## src/rtl/tdr_scan_driver.sv

```systemverilog
// tdr_scan_driver: runs one complete DR scan on a test data register (TDR).
// Each scan drives Capture, then LEN shift cycles, then an Update unless the scan is read-only.
// During the shift, the latched write word goes out LSB first on SI.
// The captured word is assembled from SO into rdata.
//
// Optional build macro: TDR_SCAN_HOLD_EN
//   Adds the 'hold' input, the Pause-DR analogue.
//   While hold is sampled high in SHIFT, the next cycle is a paused cycle:
//   ShiftDR=0, SI=0, counter frozen, rdata unchanged, Enable stays 1.
//
// Ports:
//   TCLK        scan clock (single clock)
//   TRESETN     asynchronous active-low reset
//   start       scan request, accepted only in IDLE
//   skip_update latched with start; 1 = no Update cycle
//   wdata       word shifted into the TDR, latched on accept
//   busy        high in every state but IDLE
//   done        one-cycle pulse at scan end; rdata valid from here
//   rdata       word captured from the TDR
//   CaptureDR, ShiftDR, UpdateDR, Enable, SI   registered TDR controls
//   SO          TDR serial output (serial register bit 0)
//   hold        (TDR_SCAN_HOLD_EN only) pause shifting
module tdr_scan_driver #(
  parameter int unsigned LEN = 33,
  parameter int unsigned CW  = 6
) (
`ifdef TDR_SCAN_HOLD_EN
  input  logic           hold,
`endif
  input  logic           TCLK,
  input  logic           TRESETN,
  input  logic           start,
  input  logic           skip_update,
  input  logic [LEN-1:0] wdata,
  output logic           busy,
  output logic           done,
  output logic [LEN-1:0] rdata,
  output logic           CaptureDR,
  output logic           ShiftDR,
  output logic           UpdateDR,
  output logic           Enable,
  output logic           SI,
  input  logic           SO
);

  typedef enum logic [2:0] {StIdle, StCapture, StShift, StUpdate, StDone} state_e;

  localparam logic [CW-1:0] LastIdx = CW'(LEN - 1);

  state_e         r_state;
  logic [CW-1:0]  r_cnt;
  logic [LEN-1:0] r_wdata;
  logic [LEN-1:0] r_rdata;
  logic           r_skip;
  logic           r_busy, r_done, r_capture, r_shift, r_update, r_enable, r_si;

  logic           w_hold;
  logic [LEN-1:0] w_wdata_shr;
  logic [LEN-1:0] w_rdata_shr;

`ifdef TDR_SCAN_HOLD_EN
  assign w_hold = hold;
`else
  assign w_hold = 1'b0;
`endif

  // Bit 0 of the write copy is always the next bit to send.
  assign w_wdata_shr = r_wdata >> 1;

  generate
    if (LEN > 1) begin : g_rd_wide
      assign w_rdata_shr = {SO, r_rdata[LEN-1:1]};
    end else begin : g_rd_single
      assign w_rdata_shr = SO;
    end
  endgenerate

  always_ff @(posedge TCLK or negedge TRESETN) begin
    if (!TRESETN) begin
      r_state   <= StIdle;
      r_cnt     <= '0;
      r_wdata   <= '0;
      r_rdata   <= '0;
      r_skip    <= 1'b0;
      r_busy    <= 1'b0;
      r_done    <= 1'b0;
      r_capture <= 1'b0;
      r_shift   <= 1'b0;
      r_update  <= 1'b0;
      r_enable  <= 1'b0;
      r_si      <= 1'b0;
    end else begin
      // Output defaults; each branch raises the controls for the state being entered.
      r_busy    <= 1'b1;
      r_done    <= 1'b0;
      r_capture <= 1'b0;
      r_shift   <= 1'b0;
      r_update  <= 1'b0;
      r_enable  <= 1'b0;
      r_si      <= 1'b0;
      unique case (r_state)
        StIdle: begin
          if (start) begin
            r_state   <= StCapture;
            r_wdata   <= wdata;
            r_skip    <= skip_update;
            r_capture <= 1'b1;
            r_enable  <= 1'b1;
          end else begin
            r_busy <= 1'b0;
          end
        end
        StCapture: begin
          r_state  <= StShift;
          r_cnt    <= '0;
          r_enable <= 1'b1;
          r_shift  <= !w_hold;
          r_si     <= !w_hold && r_wdata[0];
        end
        StShift: begin
          // r_shift marks a real shift cycle; a low r_shift here is a paused cycle.
          if (r_shift) begin
            r_rdata <= w_rdata_shr;
            if (r_cnt == LastIdx) begin
              if (r_skip) begin
                r_state <= StDone;
                r_done  <= 1'b1;
              end else begin
                r_state  <= StUpdate;
                r_update <= 1'b1;
                r_enable <= 1'b1;
              end
            end else begin
              r_cnt    <= r_cnt + CW'(1);
              r_wdata  <= w_wdata_shr;
              r_enable <= 1'b1;
              r_shift  <= !w_hold;
              r_si     <= !w_hold && w_wdata_shr[0];
            end
          end else begin
            r_enable <= 1'b1;
            r_shift  <= !w_hold;
            r_si     <= !w_hold && r_wdata[0];
          end
        end
        StUpdate: begin
          r_state <= StDone;
          r_done  <= 1'b1;
        end
        StDone: begin
          r_state <= StIdle;
          r_busy  <= 1'b0;
        end
        default: begin
          r_state <= StIdle;
          r_busy  <= 1'b0;
        end
      endcase
    end
  end

  assign busy      = r_busy;
  assign done      = r_done;
  assign rdata     = r_rdata;
  assign CaptureDR = r_capture;
  assign ShiftDR   = r_shift;
  assign UpdateDR  = r_update;
  assign Enable    = r_enable;
  assign SI        = r_si;

endmodule
```

## config.mk

```make
export PLATFORM = sky130hd
export DESIGN_NAME = tdr_scan_driver
export DESIGN_NICKNAME = d
export VERILOG_FILES = /design/src/rtl/tdr_scan_driver.sv
export SDC_FILE = /design/constraint.sdc
export NUM_CORES = 1
export LEC_CHECK = 0
export CAP_MARGIN = 10
export CORE_UTILIZATION = 51
export DETAILED_ROUTE_END_ITERATION = 12
export PLACE_DENSITY = 0.78
export SLEW_MARGIN = 15
export SYNTH_ARGS = -nofsm -noshare
export SYNTH_HDL_FRONTEND = slang
export SYNTH_SLANG_ARGS = --single-unit
export TNS_END_PERCENT = 10
```

## constraint.sdc

```tcl
create_clock -name TCLK -period 2.1 [get_ports TCLK]
set_input_delay 0.21 -clock TCLK [delete_from_list [all_inputs] [get_ports TCLK]]
set_output_delay 0.21 -clock TCLK [all_outputs]
set_load 0.01 [all_outputs]
```

## Word level (Yosys, flattened, before mapping)

Cells that the tools add are included.
W data, S select, Z words.

| storage, ports and cells | value |
|---|---|
| word-level logic and storage cells | 62 |
| register bits after elaboration | 83 |
| output and inout bits | 40 |
| bits of input ports | 38 |

| cells by class | value |
|---|---|
| eq/ne operators | 8 |
| reductions and logical operators | 9 |
| mux-type cells | 32 |
| add/subtract/negate cells | 1 |

Operators by type and width:

| operator | count |
|---|---|
| $mux W33 | 3 |
| $pmux W33 S2 | 1 |
| $mux W1 | 15 |
| $mux W3 | 4 |
| $mux W6 | 2 |
| $pmux W3 S4 | 1 |
| $pmux W6 S2 | 1 |
| $ne A2 B2 Y1 const B | 4 |
| $pmux W1 S2 | 4 |
| $add A6 B1 Y6 const B | 1 |
| $eq A3 B2 Y1 const B | 2 |
| $eq A6 B6 Y1 const B | 1 |
| $reduce_and A3 Y1 | 2 |
| $reduce_and A2 Y1 | 2 |
| $reduce_and A4 Y1 | 1 |
| $reduce_bool A2 Y1 | 2 |
| $eq A3 B1 Y1 const B | 1 |
| $logic_not A3 Y1 | 1 |
| $pmux W1 S3 | 1 |
| $reduce_or A3 Y1 | 1 |

## Longest topological paths before layout

Gate-level depths: netlist of the first run.

| depth | value |
|---|---|
| depth after elaboration | 4 |
| depth in mapped cells | 8 |
| gate-level depth less buffers | 5 |

## Worst setup path before layout of the first run

OpenSTA, ideal clock, no wires.

| timing | value |
|---|---|
| path type | register -> register |
| start point | register r_state[2] |
| end point | register r_wdata[10] |
| required time | 1.971 ns |
| period minus slack after synthesis | 1.546 ns |
| library setup time | 0.129 ns |
| slack | 0.554 ns |
| buffers on the path | 4 |
| data arrival time | 1.417 ns |
| cell stages (with the launch flop) | 9 |
| path through | dfrtp_1 buf_2 nand4bb_1 buf_6 a31oi_4 or2_1 buf_6 buf_6 a31oi_2 |

| between the ends | value |
|---|---|
| word-level cells in the longest chain between the ends | 3 |
| elaborated cells between the ends (all ways) | 8 |
| those cells by class | eq/ne: 4; mux: 1; reduce/logical: 3 |

Ends and longest elaborated chain:

| what | RTL line | source |
|---|---|---|
| from (decl) | 50 | `state_e r_state;` |
| from (signal assigned) | 80 | `r_state <= StIdle;` |
| from (signal assigned) | 104 | `r_state <= StCapture;` |
| from (signal assigned) | 114 | `r_state <= StShift;` |
| $eq A3 B2 Y1 / $logic_not A3 Y1 (equally long branches) | 101 | `unique case (r_state)` |
| $ne A2 B2 Y1 (no source line) / $reduce_bool A2 Y1 (equally long branches) | n/a |  |
| $reduce_and A4 Y1 (no source line) | n/a |  |
| to (signal assigned) | 105 | `r_wdata <= wdata;` |
| to (signal assigned) | 135 | `r_wdata <= w_wdata_shr;` |
| to (decl) | 52 | `logic [LEN-1:0] r_wdata;` |

Several ways; a longest one is shown, not always the timed one.
A chain may end at the register's enable or synchronous reset.

## Worst setup path in the final report of the first run

| timing | value |
|---|---|
| start point | register r_state[2] |
| end point | register r_wdata[0] |

The elaborated chain is that of the path after synthesis.

==> results by group, run 1 <==
Run status
  – Status: completed

Synth
  – Leading area contributor after synthesis: dfrtp_1
  – Count leader, synth: dfrtp_1
  – Synthesis warning total: 0
  – Synth top area share: ~55%
  – Syn Inst Count: 329
  – Synth async-reset ratio: 100.0%
  – Yosys reg bits: 83
  – Post-synth top flop: dfrtp_1
  – Post-Syn Nets: 369
  – Post-synth top cells: dfrtp_1, nand2_1, nor3_1
  – Synth area leaders: dfrtp_1, a31oi_2, mux2_2, nand2_1, nor3_1
  – Unique masters post-synth: 30
  – Syn avg cell area: 11.42 sq um
  – Number of synthesized flops with an enable pin: 0
  – Post-synthesis sequential area ratio: 55.26%
  – Synth Cell Area: around 3800 sq um

Placed design
  – Dpl ws: 0.4092 ns
  – Placed instance area: around 4600 sq um
  – Cells after DPL: roughly 500
  – Port Buffers: slightly below 80
  – GP Congestion: 0.7584
  – Dpl hpwl: 4974 um

Setup path
  – R2R Setup Slk: 0.43 ns
  – Worst setup EP type: flop
  – FF-to-FF path depth: 5
  – Critical setup path kind: flop to flop
  – Max incr delay on CP: approximately 0.48 ns
  – Max Fanout on Critical Path: 33
  – Worst path required time: ~2.3 ns
  – Critical path cell sequence: nand4bb_2 -> a31oi_4 -> or2_1 -> buf_12 -> a31oi_1
  – Worst reg2reg startpoint: r_state[2]
  – Critical Path AT: between 1.5 and 2 ns
  – Cell family with most CP delay: flip-flops
  – Reg-to-Reg End: r_wdata[0]
  – CP Launch Point: r_state[2]
  – Crit-path slowest cell: dfrtp_1
  – WP buf/inv: 1
  – CP Launch Type: flop

Die
  – Chip width: 87.85 um
  – Ports: 78
  – Die ar.: 7717 sq um
  – Die height: 87.85 um
  – FP Rows: 30
  – Core Box Area: 6944 sq um
  – Initial Utilization: 54.13%

Finish
  – Layout cells sized above 1: between 20% and 30%
  – Layout filler cell count: between 500 and 600
  – Nets: 445
  – Final design utilization: 69.39%
  – Cell area after layout: 4818 sq um
  – Antenna Cells: 0
  – Fin cells: ~500
  – Area grow syn2layout: 28.20%

Timing
  – Unrepaired setup endpoints after global routing: false
  – Min Tclk post-route: 1.672 ns
  – Final hold violation count: 0
  – Fin Clk Skew: between 0.01 and 0.015 ns
  – Worst setup margin: 0.4281 ns
  – Worst-Margin Slew: 0.4499 ns
  – Max Freq: 0.5981 GHz
  – Final setup vio count: 0
  – Setup TNS: 0 ns
  – Final-report max-slew violation count: 0
  – Post-route clock period utilization: 79.61%
  – Relative slew slack: 70.01%

Run
  – Max cap viols: 0

Drt
  – Pre-antenna DRT Iters: 4
  – Antenna Nets Post-Route: 0
  – DRT iter0 DRCs: ~150
  – Final wirelength: 7213 um
  – Post-DR wirelength/cell: 14.25 um
  – Vias per inst: 5.368
  – Total number of vias: 2,716
  – # DRC: 0

Global routing
  – GRT Util Overall: 20.75%
  – Vias in the first global route: between 2,000 and 3,000
  – First-pass GRT wire length: between 10,000 and 15,000 um
  – Pin count of the biggest net entering global routing: 40
  – Initial antenna violation count: 0
  – Global route overflow: 0

Clock tree
  – Worst skew pair latency: 0.34 ns
  – CTS Root Cell: clkbuf_8
  – Sink Count: 83
  – H-Tree Depth: 3
  – Reg clk slew, reported paths: about 0.090 ns
  – CTS tree: done
  – Clock Path Buffers: 2
  – Resize count post-CTS: 0
  – Num CTS Buffers: 9

Power
  – Pleak: 2.056 nW
  – P per Cell Area: 1337 nW/um^2
  – Worst vdd ir: 753.2 uV

Min path
  – Worst hold path class: input pin to asynchronous set/reset pin
[where the power goes]
part           total [W]  switching [W]  internal (W)
Clock            0.00114       0.000560      0.000582
Sequential       0.00252       0.000372       0.00215
Combinational    0.00278        0.00145       0.00132
Total            0.00644        0.00239       0.00405
[worst register-to-register path: stages, from the launching register on]
cell	delay, ns
dfrtp_1	0.48
nand4bb_2	0.32
a31oi_4	0.20
or2_1	0.16
buf_12	0.24
a31oi_1	0.14
[layer usage]
layer  part of all wire, %  wire, um  up-vias  track usage [%]
met5                     0         0        -                0
met2                    48      3484       93            32.91
li1                      -         -     1307                -
met4                   1.3        97        0            7.154
met3                   5.0       361       11            4.053
met1                    45      3271     1305            28.70
[area by class of cell]
cell class              count  area [sq um]  area share, %
well taps                  96         120.1          2.493
clock buffers              10         137.6          2.856
flip-flops and latches     83          2077          43.11
multi-input cells         215          1504          31.21
clock inverters             6         63.81          1.324
repair buffers             90         893.4          18.54
inverters                   6         22.52         0.4674
[worst max-delay path by stage]
| stage | to | slack (ns) | cells after the start |
|---|---|---|---|
| 2_1_floorplan | r_wdata[10] | 0.55 | 8 |
| 3_3_place_gp | r_wdata[24] | 0.46 | 5 |
| 3_5_place_dp | r_wdata[18] | 0.41 | 5 |
| 4_1_cts | r_wdata[0] | 0.42 | 5 |
| 5_1_grt | rdata[25] | 0.33 | 3 |
| 6_report | r_wdata[0] | 0.43 | 5 |
[sequential cells by signal (all words and copies together), names as in the netlist]
register   count
r_skip         1
r_state        3
done           1
UpdateDR       1
r_cnt          6
rdata         33
SI             1
r_wdata       33
ShiftDR        1
busy           1
CaptureDR      1
Enable         1
[logic make-up (layout without fill, tap and decap cells)]
logic type	count (synthesis)	after routing	share of synthesized area, %
compound gates	55	55	14.48
flops	83	83	55.26
mux	33	33	9.887
fa+ha+maj	2	2	0.6657
buf+inv	31	112	5.027
simple gates	125	125	14.68
[placed cells by master (no fill, tap or decap), drive strengths merged, types with 2 or more instances in the layout]
master         instances
o211a                  2
a31oi                 36
clkinvlp               2
clkbuf                10
nor3                  35
nand2b                 2
clkdlybuf4s50         76
ha                     2
o21ai                  6
dfrtp                 83
nand2                 71
nand3                  3
clkinv                 2
buf                   13
o22ai                  2
a21oi                  6
mux2                  33
nor2                   6
inv                    7
and3                   2
[stage by stage]
stage | hold WS [ns] | power, W
finish | 0.3121 | 0.006442
global route | 0.3322 | 0.006898
CTS | 0.3090 | 0.006504
detailed placement | 0.1252 | 0.005357
global placement | 0.1221 | 0.005252
floorplan | -0.08559 | 0.004578
[what timing repair did]
| action | CTS | global route |
|---|---|---|
| hold endpoints to repair | 22 | 0 |
| hold buffers | 1 | 0 |
| endpoints found under the setup margin | 0 | 0 |
| setup buffers | 0 | 0 |
(Power assumes the default switching activity.)
==> inputs of run 2 (changes only) <==
==> constraint.sdc (replaced) <==
create_clock -name TCLK -period 1.7 [get_ports TCLK]
set_input_delay 0.17 -clock TCLK [delete_from_list [all_inputs] [get_ports TCLK]]
set_output_delay 0.17 -clock TCLK [all_outputs]
set_load 0.01 [all_outputs]
==> results by group, run 2 (synthesis gave the netlist of run 1 again) <==
Finish
  – Antenna Cells: 0
  – Nets: about 450
  – Most common cell after layout, fill and taps aside: dfrtp_1
  – Area grow syn2layout: 30.33%
  – Layout filler cell count: 533
  – Final design utilization: 70.54%
  – Register area: 2078 sq um
  – Most frequent cells in the layout: dfrtp_1, clkdlybuf4s50_1, nand2_1, nor3_1, mux2_2
  – Layout cells sized above 1: between 20% and 30%
  – Multi-input gate area: 1505 sq um

Global routing
  – Vias in the first global route: 2,567
  – GRT Util Overall: 21.01%
  – Initial antenna violation count: 0
  – Pin count of the biggest net entering global routing: 44
  – First-pass GRT wire length: between 10,000 and 15,000 um
  – Global route overflow: 0

Timing
  – Post-route clock period utilization: 94.74%
  – Relative slew slack: 64.12%
  – Final hold violation count: 0
  – Final-report max-slew violation count: 0
  – Worst setup margin: slightly below 0.09 ns
  – Fin Clk Skew: 0.007179 ns
  – Min Tclk post-route: 1.611 ns
  – Max Freq: approximately 0.62 GHz
  – Unrepaired setup endpoints after global routing: true
  – Final setup vio count: 0
  – Worst-Margin Slew: 0.5381 ns

Clock tree
  – H-Tree Depth: 3
  – Setup repair bufs after CTS: 0
  – CTS tree: done
  – CTS Root Cell: clkbuf_8
  – Num CTS Buffers: 9
  – Sink Count: 83
  – Worst skew pair latency: between 0.3 and 0.4 ns
  – Clock Path Buffers: 2
  – Reg clk slew, reported paths: 0.08 ns

Run
  – Max cap viols: 0

Setup path
  – Worst setup EP type: flop
  – R2R Setup Slk: 0.09 ns
  – Max Fanout on Critical Path: 33
  – Critical setup path kind: flop to flop
  – CP Launch Point: r_state[2]
  – Max incr delay on CP: 0.42 ns
  – Worst reg2reg startpoint: r_state[2]
  – Reg-to-Reg End: r_wdata[26]
  – Critical path cell sequence: nand4bb_2 -> a31oi_4 -> or2_1 -> buf_12 -> a31oi_2
  – CP Launch Type: flop
  – Worst path required time: 1.92 ns
  – FF-to-FF path depth: 5
  – Critical Path AT: ~1.8 ns
  – Worst setup path endpoint: r_wdata[26]
  – Crit-path slowest cell: dfrtp_1

Drt
  – Post-DR wirelength/cell: between 10 and 15 um
  – Pre-antenna DRT Iters: 4
  – # DRC: 0
  – DRT iter0 DRCs: 168
  – Total number of vias: around 2,700
  – Vias per inst: roughly 5.3
  – Antenna Nets Post-Route: 0
  – Final wirelength: 7207 um

Die
  – FP Rows: 30
  – Die height: 87.85 um
  – Die ar.: 7717 sq um
  – Ports: 78
  – Initial Utilization: 54.13%
  – Core Box Area: 6944 sq um
  – Chip width: 87.85 um

Placed design
  – Port Buffers: 77
  – GP Congestion: 0.8469
  – Dpl ws: 0.07925 ns
  – Dpl hpwl: 5145 um

Run status
  – Status: completed

Power
  – Worst vdd ir: between 800 and 900 uV
  – P per Cell Area: 1681 nW/um^2
  – Pleak: 2.099 nW

Min path
  – Worst hold path class: input pin to asynchronous set/reset pin
## run 2: how the worst min path moves through the flow
stage | start | end | slack [ns] | cells after the start
after floorplan | TRESETN | CaptureDR | -0.13 | 0
after global placement | TRESETN | rdata[15] | 0.18 | 1
after detailed placement | TRESETN | rdata[15] | 0.19 | 1
after CTS | TRESETN | rdata[15] | 0.36 | 2
after global routing | wdata[14] | r_wdata[14] | 0.40 | 3
final | TRESETN | rdata[16] | 0.36 | 2
## run 2: routing by layer
metal	GRT usage (%)	vias up	wire, um
met1	28.58	1291	3261
met5	0	-	0
met3	3.959	13	298
met4	7.750	0	121
li1	-	1320	-
met2	33.76	69	3526
## run 2: critical path: cells and delay by family (launching register included)
| family | cells | cell delay (ns) |
|---|---|---|
| buffers and inverters | 1 | 0.23 |
| AND/OR/NAND/NOR | 2 | 0.48 |
| flip-flops | 1 | 0.42 |
| AO/OA/AOI/OAI | 2 | 0.33 |
## run 2: area by class of cell
class | count | area share, %
Clock buffer | 11 | 3.091
Multi-Input combinational cell | 215 | 30.73
Tap cell | 96 | 2.452
Inverter | 6 | 0.4598
Sequential cell | 83 | 42.43
Timing Repair Buffer | 94 | 19.11
Clock inverter | 5 | 1.737
## run 2: power breakdown
group          leakage (nW)  internal, W  switching, W
Sequential             1.03      0.00266      0.000445
Clock                 0.116     0.000912      0.000674
Combinational         0.949      0.00172       0.00183
## run 2: metrics by stage
stage               hold WS (ns)  total power [W]   TNS, ns  cell area (sq um)  instances
finish                    0.3566         0.008233         0               4898        510
global route              0.4018         0.008828  -0.01553               4898        510
CTS                       0.3565         0.008322         0               4896        510
detailed placement        0.1888         0.006721         0               4649        493
global placement          0.1845         0.006576         0               4649        493
floorplan                -0.1256         0.005655         0               3759        329
## run 2: timing repair
item,CTS,global route
gates resized for setup,0,2
endpoints found under the hold margin,41,0
setup endpoints to repair,0,7
hold buffers,1,0
